==> src/rtl/vslc_spi_pkg.sv <==
// vslc_spi_pkg: SPI EEPROM opcodes, status bit index and writer state encoding
package vslc_spi_pkg;
    localparam logic [7:0] SPI_OP_WREN  = 8'h06;
    localparam logic [7:0] SPI_OP_WRITE = 8'h02;
    localparam logic [7:0] SPI_OP_RDSR  = 8'h05;
    localparam logic [7:0] SPI_OP_READ  = 8'h03;
    localparam int SR_WIP = 0;
    typedef enum logic [3:0] {
        ST_IDLE, ST_WREN, ST_GAP_W, ST_WRCMD, ST_ADDR_HI, ST_ADDR_LO,
        ST_DATA, ST_GAP_P, ST_RDSR, ST_RDSR_RD, ST_GAP_R, ST_DONE
    } wr_state_e;
    function automatic logic is_shift(wr_state_e s);
        return s inside {ST_WREN, ST_WRCMD, ST_ADDR_HI, ST_ADDR_LO, ST_DATA, ST_RDSR, ST_RDSR_RD};
    endfunction
endpackage

==> src/rtl/vslc_spi_byte_shifter.sv <==
// vslc_spi_byte_shifter: mode-0 SPI byte engine, MSB first, CLK_DIV clk per SCK half-period
module vslc_spi_byte_shifter #(
    parameter int CLK_DIV = 4
) (
    input  logic       clk,
    input  logic       rst,
    input  logic       go,
    input  logic [7:0] tx_byte,
    input  logic       cipo,
    output logic       sck,
    output logic       copi,
    output logic [7:0] rx_byte,
    output logic       byte_done
);
    localparam int DW = CLK_DIV > 1 ? $clog2(CLK_DIV) : 1;
    logic [DW-1:0] div_cnt;
    logic [3:0]    half_cnt;
    logic          active;
    logic [7:0]    sr;
    // copi leads the first rise by a full half-period because sr loads on go
    assign copi = sr[7];
    always_ff @(posedge clk) begin
        if (rst) begin
            active    <= 1'b0;
            div_cnt   <= '0;
            half_cnt  <= '0;
            sr        <= '0;
            rx_byte   <= '0;
            sck       <= 1'b0;
            byte_done <= 1'b0;
        end else begin
            byte_done <= 1'b0;
            if (!active) begin
                if (go) begin
                    active   <= 1'b1;
                    sr       <= tx_byte;
                    div_cnt  <= '0;
                    half_cnt <= '0;
                end
            end else if (div_cnt == DW'(CLK_DIV - 1)) begin
                div_cnt  <= '0;
                sck      <= ~sck;
                half_cnt <= half_cnt + 4'd1;
                if (!sck) rx_byte <= {rx_byte[6:0], cipo};
                else begin
                    sr <= {sr[6:0], 1'b0};
                    if (half_cnt == 4'd15) begin
                        active    <= 1'b0;
                        byte_done <= 1'b1;
                    end
                end
            end else div_cnt <= div_cnt + 1'b1;
        end
    end
endmodule

==> src/rtl/vslc_eeprom_writer.sv <==
// vslc_eeprom_writer: page-splitting SPI EEPROM programmer (WREN/WRITE/RDSR poll).
// Define VSLC_EEPROM_WRITER_TIMEOUT_EN to bound RDSR polling and report error.
module vslc_eeprom_writer import vslc_spi_pkg::*; #(
    parameter int CLK_DIV    = 4,
    parameter int PAGE_BYTES = 32,
    parameter int CSH_CYCLES = 8,
    parameter int POLL_LIMIT = 65535
) (
    input  logic        clk,
    input  logic        rst,
    input  logic        start,
    input  logic [15:0] start_addr,
    input  logic [7:0]  wr_data,
    input  logic        wr_valid,
    input  logic        wr_last,
    output logic        wr_ready,
    output logic        busy,
    output logic        done,
    output logic        error,
    output logic        spi_sck,
    output logic        spi_copi,
    output logic        spi_sd_oe,
    input  logic        spi_cipo,
    output logic        spi_cs_n
);
    localparam int PW = PAGE_BYTES > 1 ? $clog2(PAGE_BYTES) : 1;
    wr_state_e   state, state_n;
    logic [15:0] addr, gap_cnt;
    logic [7:0]  tx_byte, rx_byte;
    logic        last_q, started, go, byte_done, wip, gap_end, timeout, cs_low_n, unused;
    assign wip      = rx_byte[SR_WIP];
    assign gap_end  = gap_cnt == 16'(CSH_CYCLES - 1);
    assign busy     = state != ST_IDLE && state != ST_DONE;
    assign done     = state == ST_DONE;
    assign wr_ready = go && state == ST_DATA;
    assign cs_low_n = is_shift(state_n);
    assign unused   = ^{rx_byte[7:1], POLL_LIMIT[0]};
`ifdef VSLC_EEPROM_WRITER_TIMEOUT_EN
    logic [15:0] poll_cnt;
    assign timeout = wip && poll_cnt == 16'(POLL_LIMIT);
    always_ff @(posedge clk) begin
        if (rst) begin
            poll_cnt <= '0;
            error    <= 1'b0;
        end else begin
            if (state == ST_GAP_P && state_n == ST_RDSR) poll_cnt <= '0;
            else if (state == ST_RDSR_RD && byte_done) poll_cnt <= poll_cnt + 16'd1;
            if (state == ST_IDLE && start) error <= 1'b0;
            else if (state == ST_GAP_R && gap_end && timeout) error <= 1'b1;
        end
    end
`else
    assign timeout = 1'b0;
    assign error   = 1'b0;
`endif
    vslc_spi_byte_shifter #(.CLK_DIV(CLK_DIV)) u_shifter (
        .clk(clk), .rst(rst), .go(go), .tx_byte(tx_byte), .cipo(spi_cipo),
        .sck(spi_sck), .copi(spi_copi), .rx_byte(rx_byte), .byte_done(byte_done)
    );
    always_comb begin
        state_n = state;
        // DATA bytes launch only once the source offers one; SCK and CS hold meanwhile
        go = is_shift(state) && !started && (state != ST_DATA || wr_valid);
        tx_byte = state == ST_WREN    ? SPI_OP_WREN  :
                  state == ST_WRCMD   ? SPI_OP_WRITE :
                  state == ST_ADDR_HI ? addr[15:8]   :
                  state == ST_ADDR_LO ? addr[7:0]    :
                  state == ST_DATA    ? wr_data      :
                  state == ST_RDSR    ? SPI_OP_RDSR  : 8'h00;
        case (state)
            ST_IDLE:    if (start) state_n = ST_WREN;
            ST_WREN:    if (byte_done) state_n = ST_GAP_W;
            ST_GAP_W:   if (gap_end) state_n = ST_WRCMD;
            ST_WRCMD:   if (byte_done) state_n = ST_ADDR_HI;
            ST_ADDR_HI: if (byte_done) state_n = ST_ADDR_LO;
            ST_ADDR_LO: if (byte_done) state_n = ST_DATA;
            ST_DATA:    if (byte_done && (last_q || addr[PW-1:0] == '0)) state_n = ST_GAP_P;
            ST_GAP_P:   if (gap_end) state_n = ST_RDSR;
            ST_RDSR:    if (byte_done) state_n = ST_RDSR_RD;
            ST_RDSR_RD: if (byte_done) state_n = ST_GAP_R;
            ST_GAP_R:   if (gap_end) state_n = timeout ? ST_DONE : wip ? ST_RDSR : last_q ? ST_DONE : ST_WREN;
            ST_DONE:    state_n = ST_IDLE;
            default:    state_n = ST_IDLE;
        endcase
    end
    always_ff @(posedge clk) begin
        if (rst) begin
            state     <= ST_IDLE;
            addr      <= '0;
            last_q    <= 1'b0;
            started   <= 1'b0;
            gap_cnt   <= '0;
            spi_cs_n  <= 1'b1;
            spi_sd_oe <= 1'b0;
        end else begin
            state     <= state_n;
            started   <= go || (started && !byte_done);
            gap_cnt   <= state_n == state ? gap_cnt + 16'd1 : 16'd0;
            spi_cs_n  <= !cs_low_n;
            spi_sd_oe <= cs_low_n && state_n != ST_RDSR_RD;
            if (state == ST_IDLE && start) begin
                addr   <= start_addr;
                last_q <= 1'b0;
            end else if (wr_ready) begin
                addr   <= addr + 16'd1;
                last_q <= wr_last;
            end
        end
    end
endmodule

==> config.mk <==
export PLATFORM = sky130hd
export DESIGN_NAME = vslc_eeprom_writer
export DESIGN_NICKNAME = d
export VERILOG_FILES = /design/src/rtl/vslc_spi_pkg.sv /design/src/rtl/vslc_spi_byte_shifter.sv /design/src/rtl/vslc_eeprom_writer.sv
export SDC_FILE = /design/constraint.sdc
export NUM_CORES = 1
export LEC_CHECK = 0
export ABC_AREA = 1
export ABC_CLOCK_PERIOD_IN_PS = 2500
export CAP_MARGIN = 20
export CORE_ASPECT_RATIO = 0.9
export CORE_MARGIN = 2
export CORE_UTILIZATION = 55
export CTS_BUF_LIST = sky130_fd_sc_hd__clkbuf_2 sky130_fd_sc_hd__clkbuf_4 sky130_fd_sc_hd__clkbuf_8
export DETAILED_ROUTE_END_ITERATION = 8
export PLACE_DENSITY = 0.75
export RECOVER_POWER = 25
export SLEW_MARGIN = 20
export SYNTH_ARGS = -nofsm -noshare
export SYNTH_HDL_FRONTEND = slang
export SYNTH_HIERARCHICAL = 1
export SYNTH_SLANG_ARGS = --single-unit
==> constraint.sdc <==
create_clock -name clk -period 2.5 [get_ports clk]
set_clock_uncertainty 0.1 [all_clocks]
set_input_delay 0.375 -clock clk [delete_from_list [all_inputs] [get_ports clk]]
set_output_delay 0.375 -clock clk [all_outputs]
set_load 0.03 [all_outputs]
* Word level (Yosys, flattened, before mapping)
Index checks and enable logic that the tools add are counted.
** Storage, ports and cells
- ROM bits :: 0
- Latch bits :: 0
- Input port bits :: 30
- Output and inout port bits :: 8
- Word-level logic and storage cells :: 115
- Bits in registers :: 58
- Memories :: 0
- Bits in writable memories :: 0
** Operators by class
- Mux-type cells :: 38
- Eq/ne operators :: 27
- $add $sub $neg :: 4
- Divide/modulo/power cells :: 0
- Reduce and logical (&&, ||, !) cells :: 28
- Shift operators :: 0
- Multipliers :: 0
- Bitwise operators :: 4
- Magnitude comparators :: 0
** Operators with widths (count)
- $mux 8 :: 9
- $mux 4 :: 16
- $pmux 4 s11 :: 1
- $add 16x1->16 const B :: 2
- $mux 16 :: 2
- $eq 4x3->1 const B :: 7
- $eq 4x4->1 const B :: 7
- $eq 16x3->1 const B :: 1
- $reduce_bool 7->1 :: 2
- $eq 4x2->1 const B :: 3
- $eq 4x1->1 const B :: 2
- $logic_and 1x1->1 :: 8
- $ne 4x4->1 const B :: 2
- $mux 1 :: 6
- $mux 2 :: 3
- $reduce_and 3->1 :: 2
- $logic_not 5->1 :: 1
- $add 4x1->4 const B :: 1
- $eq 4x4->1 :: 1
- $logic_not 4->1 :: 1
- $ne 4x3->1 const B :: 1
- $not 1->1 :: 4
- $reduce_and 2->1 :: 2
- $reduce_bool 2->1 :: 2
- other kinds (10) :: 15

* Logic depth before layout (Yosys ltp)
- Word-level depth :: 9
- Mapped depth :: 15
- Mapped depth without buffers :: 14

* Cells and area by module
The synthesis kept the hierarchy.
** By module, submodules not included
- vslc_eeprom_writer :: area an instance 2731.4 um^2, cells an instance 419, seq. area each 800.8 um^2, instances 1
- vslc_spi_byte_shifter :: area an instance 1122.3 um^2, cells an instance 155, seq. area each 500.5 um^2, instances 1

* Least setup slack after synthesis
OpenSTA, ideal clock, no wires.
- Path type :: reg-to-reg
- From :: register gap_cnt[0]
- To :: register gap_cnt[8]
- Buffers on the path :: 1
- Clock period less this slack :: 1.900 ns
- Arrival time :: 1.683 ns
- Library setup time :: 0.117 ns
- Slack :: 0.600 ns
- Cell stages (with the launch flop) :: 16
- Path through :: dfxtp_1 ha_1 inv_1 nor2_1 nand2_1 nor2_2 nand2_1 nand2_2 inv_1 nor2_2 nand3_2 inv_2 nand2_1 nand3_4 buf_6 nor2_2
** Between the ends
- Word-level cells in the longest chain between the ends :: 6
** RTL lines
- start, declared :: RTL line vslc_eeprom_writer.sv:28 : logic [15:0] addr, gap_cnt;
- start signal, assigned :: RTL line vslc_eeprom_writer.sv:98 : gap_cnt <= state_n == state ? gap_cnt + 16'd1 : 16'd0;
- $eq 16x3->1 :: RTL line vslc_eeprom_writer.sv:32 : assign gap_end = gap_cnt == 16'(CSH_CYCLES - 1);
- $mux 4, on equally long branches :: RTL line vslc_eeprom_writer.sv:81, vslc_eeprom_writer.sv:73, vslc_eeprom_writer.sv:78
- $pmux 4 s11 :: RTL line vslc_eeprom_writer.sv:70 : case (state)
- $eq 4x4->1 :: RTL line vslc_eeprom_writer.sv:98
- $not 1->1 (no line)
- $reduce_or 2->1 (no line)
Several ways; a longest one is shown, not always the timed one.
A chain may end at the register's enable or synchronous reset.

* Worst setup path after layout
- From :: register state[1]
- To :: output wr_ready
** Between the ends
- Word-level cells in the longest chain between the ends :: 5
** RTL lines
- start, declared :: RTL line vslc_eeprom_writer.sv:27 : wr_state_e state, state_n;
- start signal, assigned :: RTL line vslc_eeprom_writer.sv:96 : state <= state_n;
- $eq 4x1->1 (tied with other cells) :: RTL line vslc_spi_pkg.sv:13 : return s inside {ST_WREN, ST_WRCMD, ST_ADDR_HI, ST_ADDR_LO, ST_DATA, ST_RDSR, ST_RDSR_RD};
- $reduce_bool 7->1 :: RTL line vslc_spi_pkg.sv:13
- $logic_and 1x1->1 :: RTL line vslc_eeprom_writer.sv:63 : go = is_shift(state) && !started && (state != ST_DATA || wr_valid);
- $logic_and 1x1->1 (*) :: RTL line vslc_eeprom_writer.sv:63
- named net go :: RTL line vslc_eeprom_writer.sv:30 : logic last_q, started, go, byte_done, wip, gap_end, timeout, cs_low_n, unused;
- $logic_and 1x1->1 (*) :: RTL line vslc_eeprom_writer.sv:35 : assign wr_ready = go && state == ST_DATA;
- end, declared :: RTL line vslc_eeprom_writer.sv:16 : output logic wr_ready,
The timed path passes the listed nets; every way through them passes the cells marked *.

==> results.yml <==
status:
  outcome: "completed"
sta:
  min_period_over_period_pct: 93.1
  finalSetupViolCount: 0
  finalHoldViolCount: 0
  slew_violations: 0
  rsz0062_at_grt: "false"
  timing.fmax_ghz: 0.430
  finalSetupTns_ns: 0
  period_needed_ns: 2.33
flow_run:
  drv_cap: 0
worst_setup_path:
  crit_fanout: 8
  cp-end-kind: "output port"
  slowest_stage: "dfxtp_2"
  startpoint_type: "flip-flop"
  crit_type: "reg2out"
  critPathMaxStageDelay_ns: 0.46
  cp.arrival_ns: 1.85
  critical_path_required_ns: 2.03
  cp_cell_sequence: "nand2_1 > inv_1 > nand2_2 > nand2_1 > nor2_1 > nor2_2 > nand2_4 > inv_1 > buf_4"
floorplan:
  dieHeight_um: 81.0
  num_rows: 28
  dieArea_sq_mm: 0.00726
  die_x_um: 89.6
  start_util_pct: 55.9
  io_pins: 38
  core-area_sq_mm: 0.00648
power:
  power_frac_seq_pct: 44.4
  power.switching_mw: 0.599
  finalPower_mw: 2.29
  comb_power_share_pct: 14.3
  power.internal_mw: 1.69
  p_per_area_mw_per_mm2: 545
  clock_power_share_pct: 41.3
  p_leak_nw: 1.74
  p_sw_share_pct: 26.2
  vdd_drop_max_mv: 0.293
finish:
  fin_util_pct: 64.7
  final_cell_mix: "128 x nand2_1, 78 x nor2_1, 60 x inv_1, 54 x dfxtp_1, 41 x nand3_1"
  synthToLayoutAreaGrowth_pct: 15.6
  final_layout_size_suffix_gt1_share_pct: 11.3
  layout_commonest_cell: "nand2_1"
  final_area_sq_mm: 0.00419
  fin_nets: 614
  antenna_cells: 0
global_route:
  grt_max_degree: 26
  grt_first_pass_wirelength_um: 14600
  grt_pass1_vias: 3368
  grt_overflow: 0
  grtUsageTotal_pct: 25.9
  antenna_found_initial: 0
synth:
  synth_warnings: 6
  synth_area_sq_mm: 0.00363
  post_synth.cell_area_avg_sq_um: 6.64
  syn_nets: 581
  syn_inst: 546
drt:
  detail_route.wirelength_um: 8570
  drc_errors: 0
  drtIter0Drc: 212
  vias: 3541
  drt-wirelength-per-cell_um: 12.8
  viasPerCell: 5.27
  ant_nets: 0
  dr.pass1.iters: 5
placement:
  place_congestion: 0.900
  placed_area_sq_mm: 0.00399
  dp_hpwl_um: 6510
  port_buffers: 36
cts:
  clk_pin_slew_ns: 0.06
  clkLatencyLatePin_ns: 0.34
  cts-buffers-inserted: 9
  clock_tree.root_cell: "clkbuf_8"
  htreeDepth: 3
  clockBufferDepth: 2
  clock_sinks: 58
  tritoncts: "built"
min_path:
  hp-class: "reg2reg"
per-stage QoR:
step	cells	setup slack, ns	hold slack [ns]
final	672	0.172	0.370
after global routing	672	0.0360	0.400
after CTS	672	0.0292	0.364
after detailed placement	658	0.365	0.350
after global placement	658	0.405	0.326
after floorplan	546	0.600	0.318
worst paths after layout:
check             slack [ns]  depth (start not counted)        from    endpoint
setup / recovery        0.17                          9    state[1]    wr_ready
hold / removal          0.37                          1  gap_cnt[0]  gap_cnt[0]
setup reg to reg        0.29                         13  gap_cnt[0]  gap_cnt[8]
hold reg to reg         0.37                          1  gap_cnt[0]  gap_cnt[0]
layout make-up:
cell class	count	area, sq um
multi-input cells	402	2060
flip-flops and latches	58	1170
clock inverters	3	65.1
well taps	90	113
fillers	597	2290
inverters	69	267
clock buffers	11	145
repair buffers	39	380
routing by layer:
metal  global-route usage [%]  vias up  share of wire [%]
met1                     32.3     1605                 45
li1                         -     1815                  -
met3                     6.00       16                6.0
met4                     8.36        0                1.6
met5                        0        -                  0
met2                     43.9      105                 48
power groups by stage:
stage / logic, mW / clock network, mW / registers (mW)
6_report: 0.327 / 0.945 / 1.01
5_1_grt: 0.368 / 1.00 / 1.02
4_1_cts: 0.330 / 0.964 / 1.01
3_5_place_dp: 0.328 / 0 / 1.03
3_3_place_gp: 0.322 / 0 / 1.03
2_1_floorplan: 0.241 / 0 / 1.02
state kept, by name, summed over array words and instances, names as in the netlist, 2 cells and up:
register            cells
state                   4
u_shifter/half_cnt      4
gap_cnt                16
addr                   16
u_shifter/sr            8
u_shifter/div_cnt       2
repair_timing:
| action | 4_1_cts | 5_1_grt |
|---|---|---|
| hold buffers | 0 | 0 |
| endpoints found under the setup margin | 0 | 3 |
| hold endpoints to repair | 0 | 0 |
| gates resized for setup | 0 | 6 |
| setup buffers | 0 | 0 |
critical path, delay by kind of cell, from the launching register on:
kind	cells	cell delay, ns
simple gates	6	0.65
flops	1	0.46
buf+inv	3	0.42
Power figures use the tool's default switching activity.
